$ cat config.mk
export PLATFORM = sky130hd
export DESIGN_NAME = fsm101_frame_ctrl_flat
export DESIGN_NICKNAME = d
export VERILOG_FILES = /design/src/rtl/fsm101_frame_ctrl_if.sv /design/src/rtl/fsm101_frame_ctrl.sv /design/src/flat_wrapper.sv
export SDC_FILE = /design/constraint.sdc
export NUM_CORES = 1
export LEC_CHECK = 0
export CORE_MARGIN = 2
export CORE_UTILIZATION = 40
export DETAILED_ROUTE_END_ITERATION = 10
export GPL_TIMING_DRIVEN = 0
export PLACE_DENSITY_LB_ADDON = 0.2
export SLEW_MARGIN = 20
export SYNTH_ARGS = -nofsm -noshare
export SYNTH_HDL_FRONTEND = slang
export SYNTH_SLANG_ARGS = --single-unit
$ cat constraint.sdc
create_clock -name clk -period 1.9 [get_ports clk]
set_clock_uncertainty 0.1 [all_clocks]
set_input_delay 0.38 -clock clk [delete_from_list [all_inputs] [get_ports clk]]
set_output_delay 0.38 -clock clk [all_outputs]
set_load 0.02 [all_outputs]
$ cat src/rtl/fsm101_frame_ctrl_if.sv
// rtl/fsm101_frame_ctrl_if.sv - host/bit-source bundle for the framed "101" detector
// Optional abort/aborted signals exist only when FSM101_ABORT_EN is defined.
interface fsm101_frame_ctrl_if #(
  parameter int LEN_W = 8,
  parameter int CNT_W = 8
);
  logic             start;
  logic [LEN_W-1:0] frame_len;
  logic             overlap;
  logic             x;
  logic             x_valid;
  logic             busy;
  logic             hit;
  logic [CNT_W-1:0] hit_cnt;
  logic             ovf;
  logic             done;
`ifdef FSM101_ABORT_EN
  logic             abort;
  logic             aborted;

  modport master (
    output start, frame_len, overlap, x, x_valid, abort,
    input  busy, hit, hit_cnt, ovf, done, aborted
  );

  modport slave (
    input  start, frame_len, overlap, x, x_valid, abort,
    output busy, hit, hit_cnt, ovf, done, aborted
  );
`else
  modport master (
    output start, frame_len, overlap, x, x_valid,
    input  busy, hit, hit_cnt, ovf, done
  );

  modport slave (
    input  start, frame_len, overlap, x, x_valid,
    output busy, hit, hit_cnt, ovf, done
  );
`endif
endinterface

$ cat src/rtl/fsm101_frame_ctrl.sv
// rtl/fsm101_frame_ctrl.sv - bounded-frame "101" detector with saturating hit count
// Optional feature macro: FSM101_ABORT_EN (adds abort input and aborted flag).
module fsm101_frame_ctrl #(
  parameter int LEN_W = 8,
  parameter int CNT_W = 8
) (
  input  logic                 clk,
  input  logic                 rst,
  fsm101_frame_ctrl_if.slave   bus
);

  typedef enum logic [1:0] {
    IDLE = 2'd0,
    RUN  = 2'd1,
    DONE = 2'd2
  } ctrl_t;

  typedef enum logic [1:0] {
    S0 = 2'd0,
    S1 = 2'd1,
    S2 = 2'd2,
    S3 = 2'd3
  } det_t;

  ctrl_t            ctrl;
  det_t             det;
  logic [LEN_W-1:0] bits_left;
  logic             overlap_q;
  logic             busy_q;
  logic             hit_q;
  logic             done_q;
  logic             ovf_q;
  logic [CNT_W-1:0] hit_cnt_q;
  logic             match;

  // S3 differs by mode: overlapping reuses the trailing '1' as a new "1".
  function automatic det_t det_next(input det_t d, input logic b, input logic ovl);
    case (d)
      S0:      return b ? S1 : S0;
      S1:      return b ? S1 : S2;
      S2:      return b ? S3 : S0;
      default: return b ? S1 : (ovl ? S2 : S0);
    endcase
  endfunction

  assign match = (det == S2) && bus.x;

`ifdef FSM101_ABORT_EN
  logic aborted_q;
  assign bus.aborted = aborted_q;
`endif

  always_ff @(posedge clk) begin
    if (rst) begin
      ctrl      <= IDLE;
      det       <= S0;
      bits_left <= '0;
      overlap_q <= 1'b0;
      busy_q    <= 1'b0;
      hit_q     <= 1'b0;
      done_q    <= 1'b0;
      ovf_q     <= 1'b0;
      hit_cnt_q <= '0;
`ifdef FSM101_ABORT_EN
      aborted_q <= 1'b0;
`endif
    end else begin
      hit_q  <= 1'b0;
      done_q <= 1'b0;
      case (ctrl)
        IDLE: begin
          if (bus.start) begin
            hit_cnt_q <= '0;
            ovf_q     <= 1'b0;
`ifdef FSM101_ABORT_EN
            aborted_q <= 1'b0;
`endif
            if (bus.frame_len != '0) begin
              ctrl      <= RUN;
              busy_q    <= 1'b1;
              bits_left <= bus.frame_len;
              overlap_q <= bus.overlap;
              det       <= S0;
            end else begin
              ctrl   <= DONE;
              done_q <= 1'b1;
            end
          end
        end
        RUN: begin
`ifdef FSM101_ABORT_EN
          if (bus.abort) begin
            ctrl      <= DONE;
            busy_q    <= 1'b0;
            done_q    <= 1'b1;
            aborted_q <= 1'b1;
          end else
`endif
          if (bus.x_valid) begin
            det       <= det_next(det, bus.x, overlap_q);
            bits_left <= bits_left - 1'b1;
            if (match) begin
              hit_q <= 1'b1;
              if (&hit_cnt_q) ovf_q <= 1'b1;
              else            hit_cnt_q <= hit_cnt_q + 1'b1;
            end
            // done is raised on the same edge as the last hit so both are seen together.
            if (bits_left == LEN_W'(1)) begin
              ctrl   <= DONE;
              busy_q <= 1'b0;
              done_q <= 1'b1;
            end
          end
        end
        DONE:    ctrl <= IDLE;
        default: ctrl <= IDLE;
      endcase
    end
  end

  assign bus.busy    = busy_q;
  assign bus.hit     = hit_q;
  assign bus.done    = done_q;
  assign bus.ovf     = ovf_q;
  assign bus.hit_cnt = hit_cnt_q;

endmodule

$ cat src/flat_wrapper.sv
// flat-port wrapper written by rule: the top's interface ports become plain ports
module fsm101_frame_ctrl_flat 
#(
  parameter int LEN_W = 8,
  parameter int CNT_W = 8
)
  (clk, rst, bus_start, bus_frame_len, bus_overlap, bus_x, bus_x_valid, bus_busy, bus_hit, bus_hit_cnt, bus_ovf, bus_done);
  fsm101_frame_ctrl_if #(.LEN_W(LEN_W), .CNT_W(CNT_W)) bus_i ();
  input  logic clk;
  input  logic rst;
  input wire logic [$bits(bus_i.start)-1:0] bus_start;
  input wire logic [$bits(bus_i.frame_len)-1:0] bus_frame_len;
  input wire logic [$bits(bus_i.overlap)-1:0] bus_overlap;
  input wire logic [$bits(bus_i.x)-1:0] bus_x;
  input wire logic [$bits(bus_i.x_valid)-1:0] bus_x_valid;
  output wire logic [$bits(bus_i.busy)-1:0] bus_busy;
  output wire logic [$bits(bus_i.hit)-1:0] bus_hit;
  output wire logic [$bits(bus_i.hit_cnt)-1:0] bus_hit_cnt;
  output wire logic [$bits(bus_i.ovf)-1:0] bus_ovf;
  output wire logic [$bits(bus_i.done)-1:0] bus_done;
  assign bus_i.start = bus_start;
  assign bus_i.frame_len = bus_frame_len;
  assign bus_i.overlap = bus_overlap;
  assign bus_i.x = bus_x;
  assign bus_i.x_valid = bus_x_valid;
  assign bus_busy = bus_i.busy;
  assign bus_hit = bus_i.hit;
  assign bus_hit_cnt = bus_i.hit_cnt;
  assign bus_ovf = bus_i.ovf;
  assign bus_done = bus_i.done;
  fsm101_frame_ctrl #(.LEN_W(LEN_W), .CNT_W(CNT_W)) u_core (.clk(clk), .rst(rst), .bus(bus_i));
endmodule
==> results.txt <==
Hold depth = 3
Longest Clk Path Bufs = 2
Least-Margin Pin Slew = 0.519 ns
Final worst-path cycle share = 98.3%
H-tree depth = 1
CP Max Fanout = 7
Number of global-route vias before repair = 1,269
PD cells = 590 mW/mm^2
Startpoint of the worst hold path = bus_x
Distinct cells, synth = 48
Final design instance area without fill = 0.00186 mm^2
Met1 Usage GRT = 23.3%
Setup violators final = 0
P_leak = 0.771 nW
Num Clock Sinks = 25
TritonCTS clock tree = yes
Design Power = 1.10 mW
Die W = 63.3 um
Count of pins over their slew limit = 0
Gpl congestion = 0.817
Maximum clock frequency = 0.535 GHz
Die H = 63.3 um
YS warnings = 0
Antenna diode count = 0
CP Data Required Time = 2.04 ns
Avg Cell Area, Syn = 9.08 um^2
Worst relative slew slack = 65.3%
Final hold vios = 0
Layer carrying the most global-route usage = met2
Synth Register Bits = 25
Max Cap Violations = 0
1st-pass router iterations = 4
Status = finished, final reports clean
Fin Hold WS = 0.316 ns
Gr ovfl total = 0
Clock latency at the later pin of the worst-skew pair = 0.32 ns
Post-Syn Instances = 155
Yosys top cell by area = dfxtp_1
Critical R2R Launch = u_core.bits_left[2]
Worst path max stage delay = 0.46 ns
Top post-synthesis cells by count = 25 x dfxtp_1, 11 x nand2_1, 9 x a21oi_1, 9 x nor2_1, 6 x inv_1
Initial antenna violation count = 0
IO buf count = 25
Most frequent cell after synthesis = dfxtp_1
Total Routing Usage GR = 18.9%
Area contributors post-synth = dfxtp_1 36%, mux2i_1 3.6%, a21oi_1 3.2%
Detailed placer's ending HPWL = 2.69 mm
FF-to-FF setup slack = 0.03 ns
Max VDD drop = 0.380 mV
Number of flops mapped to enable cells by yosys = 0
Worst hold path type = primary input to flip-flop
Worst Setup Path Type = flip-flop to flip-flop
Area of the core = 0.00336 mm^2
Die area = 0.00401 mm^2
Initial core utilization = 41.9%
Drt drc = 0
Prevailing post-synth register cell = dfxtp_1
Seq/Total Area, Yosys = 35.6%
Share of cells above drive strength 1 = 23.6%
DR WL/cell = 15.1 um
Total I/O pin count = 26
Placed cell area = 0.00172 mm^2
Fraction of registers with async set/reset = 0%
FILL cells = 349
Number of antenna-violating nets in the routed design = 0
CP Cell Sequence = or3_4 -> or2_4 -> or4_1 -> a32o_1
RSZ-0062 raised after global routing = yes
Largest net degree at the start of global routing = 15
CP max-delay cell = or4_1
Met2 usage = 33.4%
Yosys top cell area share = 35.6%
Fin nets = 209
Clock root cell = clkbuf_4
Clock transition at path regs = 0.14 ns
DR vias/cell = 5.77
First-pass GRT wire length = 6.11 mm
CP Capture Type = flip-flop
Endpoint with the worst hold slack = u_core.det[0]
Startpoint types = flip-flop
Crit path DAT = 2.01 ns
Total Routed Length = 3.59 mm
Worst Reg2Reg Path Length in Cells = 4
Mapped Area = 0.00141 mm^2
Vias = 1,367
Initial DRC count = 63
GR Layer Usage met3 = 4.29%
TritonCTS buffer count = 3
Fin crit period = 1.87 ns
FP Rows = 21
Synth-to-layout area growth = 32.4%
FF-to-FF End = u_core.bits_left[7]
Synthesized Nets = 172
Hold buffers post-CTS = 0
## per-layer routing
layer  up-vias  wire length (um)
met3         4               156
met5         -                 0
li1        663                 -
met2        33              1790
met1       667              1610
met4         0                32
## area by class of cell
class	count	area (um^2)	area share (%)
inverter	6	22.5	1.21
sequential	25	508	27.3
multi-input combinational	117	882	47.3
timing repair buffer	32	309	16.6
tap	46	57.6	3.09
clock buffer	3	22.5	1.21
buffer	7	56.3	3.02
clock inverter	1	5.00	0.269
## power breakdown
group	total, mW	internal, mW	switching, mW
Sequential	0.575	0.551	0.0249
Clock	0.239	0.0789	0.160
Combinational	0.286	0.144	0.142
Total	1.10	0.774	0.326
## worst max-delay path by stage
stage,startpoint,to
final,u_core.bits_left[2],u_core.bits_left[7]
after global routing,u_core.bus.hit_cnt[5],bus_hit_cnt[5]
after CTS,bus_start,u_core.bits_left[5]
after detailed placement,bus_frame_len[7],u_core.bits_left[5]
after global placement,bus_frame_len[7],u_core.bits_left[5]
after floorplan,bus_frame_len[7],u_core.bits_left[5]
## registers in the layout, indices dropped and copies added, names as in the netlist
signal              cells
u_core.ctrl             2
u_core.overlap_q        1
u_core.bus.ovf          1
u_core.bus.hit          1
u_core.det              2
u_core.bits_left        8
u_core.bus.done         1
u_core.bus.busy         1
u_core.bus.hit_cnt      8
## layout by cell type (no fill, tap or decap), types with 3 or more instances in the layout
master / instances
and4_1: 3
dfxtp_1: 21
a32o_1: 3
a211oi_1: 5
nand2_1: 11
a21oi_1: 9
inv_1: 6
nand2b_1: 3
clkdlybuf4s50_1: 12
clkbuf_4: 3
dfxtp_2: 3
mux2i_1: 5
nand3_1: 3
o31ai_1: 4
buf_4: 7
nor2_1: 7
dlymetal6s2s_1: 6
nand4_1: 5
dlygate4sd2_1: 7
nor3_1: 5
or3_1: 4
## cell families (layout without fill, tap and decap cells)
logic type,Yosys count,after routing,synth area share (%)
adders and majority gates,3,3,2.67
DFF,25,25,35.6
muxes,8,8,5.96
AOI/OAI and AO/OA,38,38,20.9
and+or+nand+nor,68,68,29.4
buffers and inverters,13,49,5.51
## timing repair
item | CTS | global route
pin swaps | 6 | 7
setup endpoints to repair | 16 | 18
gates resized for setup | 13 | 19
endpoints found under the hold margin | 0 | 0
setup buffers | 5 | 2
## per-stage QoR
| step | utilization [%] | setup slack, ns | std cells | TNS (ns) |
|---|---|---|---|---|
| 2_1_floorplan | - | 0.00281 | 155 | 0 |
| 6_report | 55.4 | 0.0321 | 237 | 0 |
| 4_1_cts | 53.3 | 0.00116 | 235 | 0 |
| 3_3_place_gp | 51.1 | -0.567 | 226 | -7.98 |
| 3_5_place_dp | 51.1 | -0.586 | 226 | -8.62 |
| 5_1_grt | 55.4 | -0.0199 | 237 | -0.0344 |
## critical path: cells and delay by family, from the launching register on
kind,cells,cell delay (ns)
AOI/OAI and AO/OA,1,0.23
DFF,1,0.39
and+or+nand+nor,3,1.07
Power figures use the tool's default switching activity.
